## config.mk

```make
export PLATFORM = sky130hd
export DESIGN_NAME = func_call_arbiter
export DESIGN_NICKNAME = d
export VERILOG_FILES = /design/src/rtl/func_arb_pkg.sv /design/src/rtl/func_arb_picker.sv /design/src/rtl/func_call_arbiter.sv
export SDC_FILE = /design/constraint.sdc
export NUM_CORES = 1
export LEC_CHECK = 0
export CORE_AREA = 2 2 156 158
export DETAILED_ROUTE_END_ITERATION = 12
export DIE_AREA = 0 0 158 160
export PLACE_DENSITY = 0.61
export REMOVE_ABC_BUFFERS = 1
export SYNTH_ARGS = -nofsm -noshare
export SYNTH_HDL_FRONTEND = slang
export SYNTH_HIERARCHICAL = 1
export SYNTH_SLANG_ARGS = --single-unit
```

## constraint.sdc

```tcl
create_clock -name clk -period 8.4 [get_ports clk]
set_input_delay 1.26 -clock clk [delete_from_list [all_inputs] [get_ports clk]]
set_output_delay 1.26 -clock clk [all_outputs]
set_load 0.02 [all_outputs]
```

## src/rtl/func_arb_pkg.sv

```systemverilog
// Shared types and sizing helpers for func_call_arbiter and its grant picker.
package func_arb_pkg;

    typedef enum logic [1:0] {
        IDLE    = 2'd0,
        ISSUE   = 2'd1,
        WAIT    = 2'd2,
        RESPOND = 2'd3
    } arb_state_e;

    // Wait counter must hold FUNC_LATENCY-1; sized for FUNC_LATENCY+1 values.
    function automatic int cnt_width(input int latency);
        return (latency < 1) ? 1 : $clog2(latency + 1);
    endfunction

    function automatic int idx_width(input int n);
        return (n > 1) ? $clog2(n) : 1;
    endfunction

endpackage

```

## src/rtl/func_arb_picker.sv

```systemverilog
// Combinational one-hot grant: first set request found searching upward from ptr_i (wrapping).
module func_arb_picker
    import func_arb_pkg::*;
#(
    parameter int NUM_REQ = 4,
    parameter int IW      = idx_width(NUM_REQ)
) (
    input  logic [NUM_REQ-1:0] req_i,
    input  logic [IW-1:0]      ptr_i,
    output logic [NUM_REQ-1:0] gnt_o
);

    logic [IW:0] pos;
    logic        found;

    always_comb begin
        gnt_o = '0;
        found = 1'b0;
        pos   = '0;
        for (int unsigned k = 0; k < NUM_REQ; k++) begin
            pos = {1'b0, ptr_i} + (IW+1)'(k);
            if (pos >= (IW+1)'(NUM_REQ)) begin
                pos = pos - (IW+1)'(NUM_REQ);
            end
            if (!found && req_i[pos[IW-1:0]]) begin
                gnt_o[pos[IW-1:0]] = 1'b1;
                found              = 1'b1;
            end
        end
    end

endmodule

```

## src/rtl/func_call_arbiter.sv

```systemverilog
// Shares one fixed-latency function instance between NUM_REQ callers, one call in flight.
// FUNC_ARB_ROUND_ROBIN_EN selects round-robin arbitration; otherwise lowest index wins.
module func_call_arbiter
    import func_arb_pkg::*;
#(
    parameter int NUM_REQ      = 4,
    parameter int DATA_W       = 32,
    parameter int FUNC_LATENCY = 2
) (
    input  logic                      clk,
    input  logic                      reset,
    input  logic [NUM_REQ-1:0]        req_valid,
    input  logic [NUM_REQ*DATA_W-1:0] req_a,
    input  logic [NUM_REQ*DATA_W-1:0] req_b,
    output logic [NUM_REQ-1:0]        req_ready,
    output logic [NUM_REQ-1:0]        resp_valid,
    output logic [DATA_W-1:0]         resp_result,
    output logic                      f_start,
    output logic [DATA_W-1:0]         f_a,
    output logic [DATA_W-1:0]         f_b,
    input  logic [DATA_W-1:0]         f_result,
    output logic                      busy
);

    localparam int IW = idx_width(NUM_REQ);
    localparam int CW = cnt_width(FUNC_LATENCY);

    arb_state_e         state_q, state_d;
    logic [IW-1:0]      gidx_q, gidx_d;
    logic [CW-1:0]      cnt_q, cnt_d;
    logic [DATA_W-1:0]  fa_q, fa_d;
    logic [DATA_W-1:0]  fb_q, fb_d;
    logic [DATA_W-1:0]  res_q, res_d;

    logic [NUM_REQ-1:0] gnt;
    logic [IW-1:0]      gnt_idx;
    logic [DATA_W-1:0]  gnt_a, gnt_b;
    logic [IW-1:0]      ptr;

`ifdef FUNC_ARB_ROUND_ROBIN_EN
    logic [IW-1:0] ptr_q, ptr_d;

    assign ptr = ptr_q;

    always_comb begin
        ptr_d = ptr_q;
        if (state_q == IDLE && (|gnt)) begin
            ptr_d = (gnt_idx == IW'(NUM_REQ-1)) ? '0 : gnt_idx + 1'b1;
        end
    end

    always_ff @(posedge clk) begin
        if (reset) begin
            ptr_q <= '0;
        end else begin
            ptr_q <= ptr_d;
        end
    end
`else
    assign ptr = '0;
`endif

    func_arb_picker #(
        .NUM_REQ (NUM_REQ),
        .IW      (IW)
    ) u_picker (
        .req_i (req_valid),
        .ptr_i (ptr),
        .gnt_o (gnt)
    );

    always_comb begin
        gnt_idx = '0;
        gnt_a   = '0;
        gnt_b   = '0;
        for (int unsigned k = 0; k < NUM_REQ; k++) begin
            if (gnt[k]) begin
                gnt_idx = IW'(k);
                gnt_a   = req_a[k*DATA_W +: DATA_W];
                gnt_b   = req_b[k*DATA_W +: DATA_W];
            end
        end
    end

    always_comb begin
        state_d = state_q;
        gidx_d  = gidx_q;
        cnt_d   = cnt_q;
        fa_d    = fa_q;
        fb_d    = fb_q;
        res_d   = res_q;
        case (state_q)
            IDLE: begin
                if (|gnt) begin
                    gidx_d  = gnt_idx;
                    fa_d    = gnt_a;
                    fb_d    = gnt_b;
                    state_d = ISSUE;
                end
            end
            ISSUE: begin
                cnt_d   = CW'(FUNC_LATENCY - 1);
                state_d = WAIT;
            end
            WAIT: begin
                if (cnt_q == '0) begin
                    res_d   = f_result;
                    state_d = RESPOND;
                end else begin
                    cnt_d = cnt_q - 1'b1;
                end
            end
            RESPOND: begin
                state_d = IDLE;
            end
            default: begin
                state_d = IDLE;
            end
        endcase
    end

    always_ff @(posedge clk) begin
        if (reset) begin
            state_q <= IDLE;
            gidx_q  <= '0;
            cnt_q   <= '0;
            fa_q    <= '0;
            fb_q    <= '0;
            res_q   <= '0;
        end else begin
            state_q <= state_d;
            gidx_q  <= gidx_d;
            cnt_q   <= cnt_d;
            fa_q    <= fa_d;
            fb_q    <= fb_d;
            res_q   <= res_d;
        end
    end

    always_comb begin
        resp_valid = '0;
        if (state_q == RESPOND) begin
            resp_valid[gidx_q] = 1'b1;
        end
    end

    assign req_ready   = (state_q == IDLE) ? gnt : '0;
    assign f_start     = (state_q == ISSUE);
    assign f_a         = fa_q;
    assign f_b         = fb_q;
    assign resp_result = res_q;
    assign busy        = (state_q != IDLE);

endmodule

```

# Yosys cells after proc, flatten, opt, wreduce, memory -nomap -nowiden
# Index checks and enable logic that the tools add are counted.
# W data, S select, Z words.
# word_totals
register_bits,102
inputBits,294
output_inout_bits,106
wordCells,58
# classes
addsub,1
n_lt_le_gt_ge,2
n_eq_ne,6
mux,27
reduce_logical,16
# ops
op,count
$mux W32,8
$mux W2,6
$mux W4,3
$pmux W2 S4,1
$reduce_and A2 Y1,4
$mux W1,6
$ne A2 B2 Y1 const B,3
$eq A2 B2 Y1 const B,2
$logic_and A1 B1 Y1,4
$logic_not A2 Y1,2
$pmux W2 S2,1
$reduce_bool A2 Y1,2
$reduce_or A4 Y1,1
$logic_not A1 Y1,3
$lt A2 B3 Y1 const B,1
$mux W3,1
$demux W1 S2,1
$eq A2 B1 Y1 const B,1
$ge A2 B1 Y1 const B,1
$sub A2 B1 Y2 const B,1

# Longest topological paths before layout
# depth
depth_word,14
depth_mapped,12
mapped_depth_nobuf,9

# Hierarchy
# The synthesis kept the hierarchy.
# modules_own_cells
mod,instances,cells_per_inst,area_each_um2,seq_area_each_um2
func_call_arbiter,1,769,6368.6,2042.0
func_arb_picker,1,30,302.8,0.0

# Worst setup path before layout
# Ideal clock, no wire load.
# synth_path
path_kind,input to output
start,input req_valid[0]
end,output req_ready[3]
arrival_ns,3.230
t_required_ns,7.140
slack_ns,3.910
stages,7
n_path_buf,3
cell_sequence,mux4_2 nor4b_4 a221o_1 buf_6 buf_2 buf_1 and2_1
# synth_via
elab_chain_cells,11
# synth_rtl
element,line_no,text
from (decl),func_call_arbiter.sv:12,"input logic [NUM_REQ-1:0] req_valid,"
$mux W1 *,func_arb_picker.sv:25,if (!found && req_i[pos[IW-1:0]]) begin
$logic_not A1 Y1,func_arb_picker.sv:25,
$logic_and A1 B1 Y1,func_arb_picker.sv:25,
$mux W1 *,func_arb_picker.sv:25,
$logic_not A1 Y1,func_arb_picker.sv:25,
$logic_and A1 B1 Y1,func_arb_picker.sv:25,
$mux W1 *,func_arb_picker.sv:25,
$logic_not A1 Y1 *,func_arb_picker.sv:25,
$logic_and A1 B1 Y1 *,func_arb_picker.sv:25,
$mux W4 *,func_arb_picker.sv:25,
net gnt[3],func_call_arbiter.sv:35,logic [NUM_REQ-1:0] gnt;
$mux W4 *,func_call_arbiter.sv:147,assign req_ready = (state_q == IDLE) ? gnt : '0;
to (decl),func_call_arbiter.sv:15,"output logic [NUM_REQ-1:0] req_ready,"
# Mark *: on every way through the listed nets, which the timed path passes. The rest lies on a longest branch.

# Worst setup path in the final report
# Same ends and word-level chain as after synthesis.

==> out/summary.md <==
Counting flops with an async set or reset pin after synthesis yields a share of 0%. The number of antenna violations at the first check in global routing came out at 1. Setup repair after global routing left no endpoint under its margin. For the pin with the worst max-slew slack, the measured transition is 1.211 ns. The prevailing post-synth register cell was dfxtp_1.

The width of the die is 158 µm, and the total DRC errors in the routed layout is 0. TritonCTS built the clock tree. The first TritonRoute pass finished after 4 iterations. Pin placement for this block handled 400 I/O pins.

The tools report the number of nets with antenna violations after routing as 0. For the global placement routability congestion, the log shows 0.8844. Sorting the synthesized cells by how often they occur yields 102 x dfxtp_1, 101 x a21oi_1, 75 x nand2_1. STA classifies the critical path endpoint as an output pin. The instance area at placement was 10830 µm²; the final count of negative-setup-slack endpoints was 0. The routed design has 26390 µm of wire. The total power density per cell area was 251.7 nW/µm². The tool flagged a number of max-cap violations equal to 0. Dividing the detail-routed via count by the number of cells gives 4.765. The cell type with the largest total area after synthesis is dfxtp_1.

The via count of the first global-routing pass was 6840; the leakage power was 4.197 nW. For this run the aggregate overflow at the end of global routing stands at 0. For this configuration, the core starts out at a cell density of 28.01%.

The number of setup buffers added after CTS is 0. The fraction of layout instances using a drive strength above 1 was 13.70%. The run gives 39320 µm as the first-pass GRT wire length.

The Yosys step of the flow raised 6 warnings. The logs give 0.005204 ns for the worst clock skew and 799 for the post-synthesis instance total. The tree built by TritonCTS fans out to 102 sinks. Buffers inserted to repair hold after CTS numbered 0. Yosys instantiated no cell more often than dfxtp_1.

Compared with the post-synthesis result, the final layout area differs by 66.88%. After synthesis, the cell types taking the most area are dfxtp_1 31%, a211oi_2 11%, a22o_1 8.3%. Counting along the longest clock path gives a buffer depth of 2.

Counting flops and latches in the post-synthesis netlist gives 102. The worst hold path belongs to the class reg -> reg. TritonCTS created 9 clock buffers. Of the synthesized area, sequential elements account for 30.61%.

The run gives 76 as the pin count of the biggest net entering global routing. For the worst setup path, the data required time is 7.14 ns. The finished cells cover 11130 µm². After floorplanning, the core was divided into 57 placement rows. The number of port buffers came out at 399. The headroom to the max-slew limit is 19.29%, and the initial DRC count is 403. In the finished design, the share of the clock period the worst path needs comes to 65.64%. In this run the number of H-tree levels came out at 3.

After clock tree synthesis, the repair step resized 0 gates. Counting distinct cell types in the post-synthesis netlist gives 38. The tools report the max-slew violation count as 0.

Dividing the detail-routed wire length by the instance count gives 17.76 µm. After synthesis, the largest area contributor takes up 30.61% of total cell area. The clock tree root driver cell was clkbuf_16. The total half-perimeter wirelength after legalization and detailed placement is 19430 µm. The logs give 0.36 ns for the insertion delay of the later-clocked pin in the worst-skew pair and 0.1814 GHz for the maximum clock frequency.

The startpoint-to-endpoint class of the critical path is in -> out. The number of enable flip-flop cells after synthesis works out to 0. In this run the mean area of a mapped cell was 8.350 µm². In the final timing run, aggregate negative setup slack is 0 ns. At the end of the flow, the number of nets in the layout was 1462. For the hold slack, the log shows 0.4545 ns. After clock tree synthesis, the clock-pin slew on the worst setup and hold paths is 0.07 ns.

The die covers 25280 µm². The tools report the synthesized area as 6671 µm². Startpoint class of the critical path: a primary input. The flow ran to the end, and the final reports show no timing, DRC or antenna violations. The die height was 160 µm; the count of final hold-check violations was 0. The number of vias after detailed routing came out at 7081. The combined global-route utilization of all metal layers is 20.05%, and the data arrival time of the critical path is 4.25 ns. IR analysis of the VDD net gives a maximum drop of 0.1026 mV.

The post-route minimum period was 5.514 ns. The maximum fanout along the worst path was 61; the area of the core region was 23820 µm².
==> state kept, by name, summed over array words and instances (netlist names) <==
register     cells
f_a             32
f_b             32
resp_result     32
cnt_q            2
gidx_q           2
state_q          2
==> worst max-delay path, cell delays in order <==
cell	delay (ns)
clkdlybuf4s50_1	0.46
mux4_2	0.60
nor4b_4	0.43
a221o_4	0.66
and2_1	0.23
clkdlybuf4s50_1	0.61
==> where the power goes <==
part	switching (W)	internal [W]	total, W
Combinational	0.000896	0.000734	0.00163
Clock	0.000211	0.000236	0.000447
Sequential	0.0000836	0.000641	0.000725
Total	0.00119	0.00161	0.00280
==> cell usage in the layout, fill, tap and decap left out, types with 3 or more instances in the layout <==
master,synthesis,routed
a211oi_1,6,6
a211oi_2,60,60
a21oi_1,101,101
a21oi_2,60,60
a22o_1,63,63
and2_1,5,5
buf_4,5,11
clkbuf_16,0,9
clkdlybuf4s50_1,0,398
conb_1,1,15
dfxtp_1,102,102
ha_1,12,12
inv_1,70,70
mux4_2,3,3
nand2_1,75,75
nand2b_1,4,4
nand3b_1,64,64
nor2_1,65,65
o21ai_0,5,5
==> metal layers <==
layer  global-route usage (%)  share of wire [%]  vias up
met5                        0                  0        -
li1                         -                  -     3514
met3                    4.071                6.5       41
met2                    33.52                 47      242
met4                    7.985                3.1        0
met1                    25.11                 44     3284
==> logic make-up (layout without fill, tap and decap cells) <==
kind of cell             after synthesis  in the layout  share of synthesized area [%]
flip-flops                           102            102                          30.61
AND/OR/NAND/NOR                      226            226                          17.82
multiplexers                           6              6                          1.707
other                                  1             16                        0.05621
adder cells (fa/ha/maj)               12             12                          2.251
buffers and inverters                147            495                          9.865
AO/OA/AOI/OAI                        305            305                          37.70
==> path summary, 6_finish.rpt <==
path	endpoint	start	cells past startpoint	slack, ns
worst min-delay path	resp_result[6]$_SDFFE_PP0P_	resp_result[6]$_SDFFE_PP0P_	2	0.45
worst max register to register	f_a[19]$_SDFFE_PP0P_	state_q[0]$_SDFFE_PP0P_	6	5.89
worst min register to register	resp_result[6]$_SDFFE_PP0P_	resp_result[6]$_SDFFE_PP0P_	2	0.45
worst max-delay path	req_ready[3]	req_valid[0]	6	2.89
==> layout make-up <==
| cell class | instances | area [µm²] |
|---|---|---|
| Clock inverter | 7 | 80.08 |
| Multi-Input combinational cell | 564 | 4049 |
| Antenna cell | 1 | 2.502 |
| Inverter | 70 | 262.8 |
| Timing Repair Buffer | 409 | 4066 |
| Sequential cell | 102 | 2042 |
| Tap cell | 324 | 405.4 |
| Fill cell | 2418 | 12690 |
| Clock buffer | 9 | 225.2 |
==> stage by stage <==
step	util (%)	total power [W]	worst slack, ns	cells
after floorplan	-	0.001742	1.123	736
after global placement	45.45	0.002363	2.937	1469
after detailed placement	45.45	0.002377	2.884	1469
after CTS	46.73	0.002840	2.871	1485
after global routing	46.74	0.002990	2.749	1486
final	46.74	0.002802	2.886	1486
Note: power is estimated with default switching activity, not from simulation.
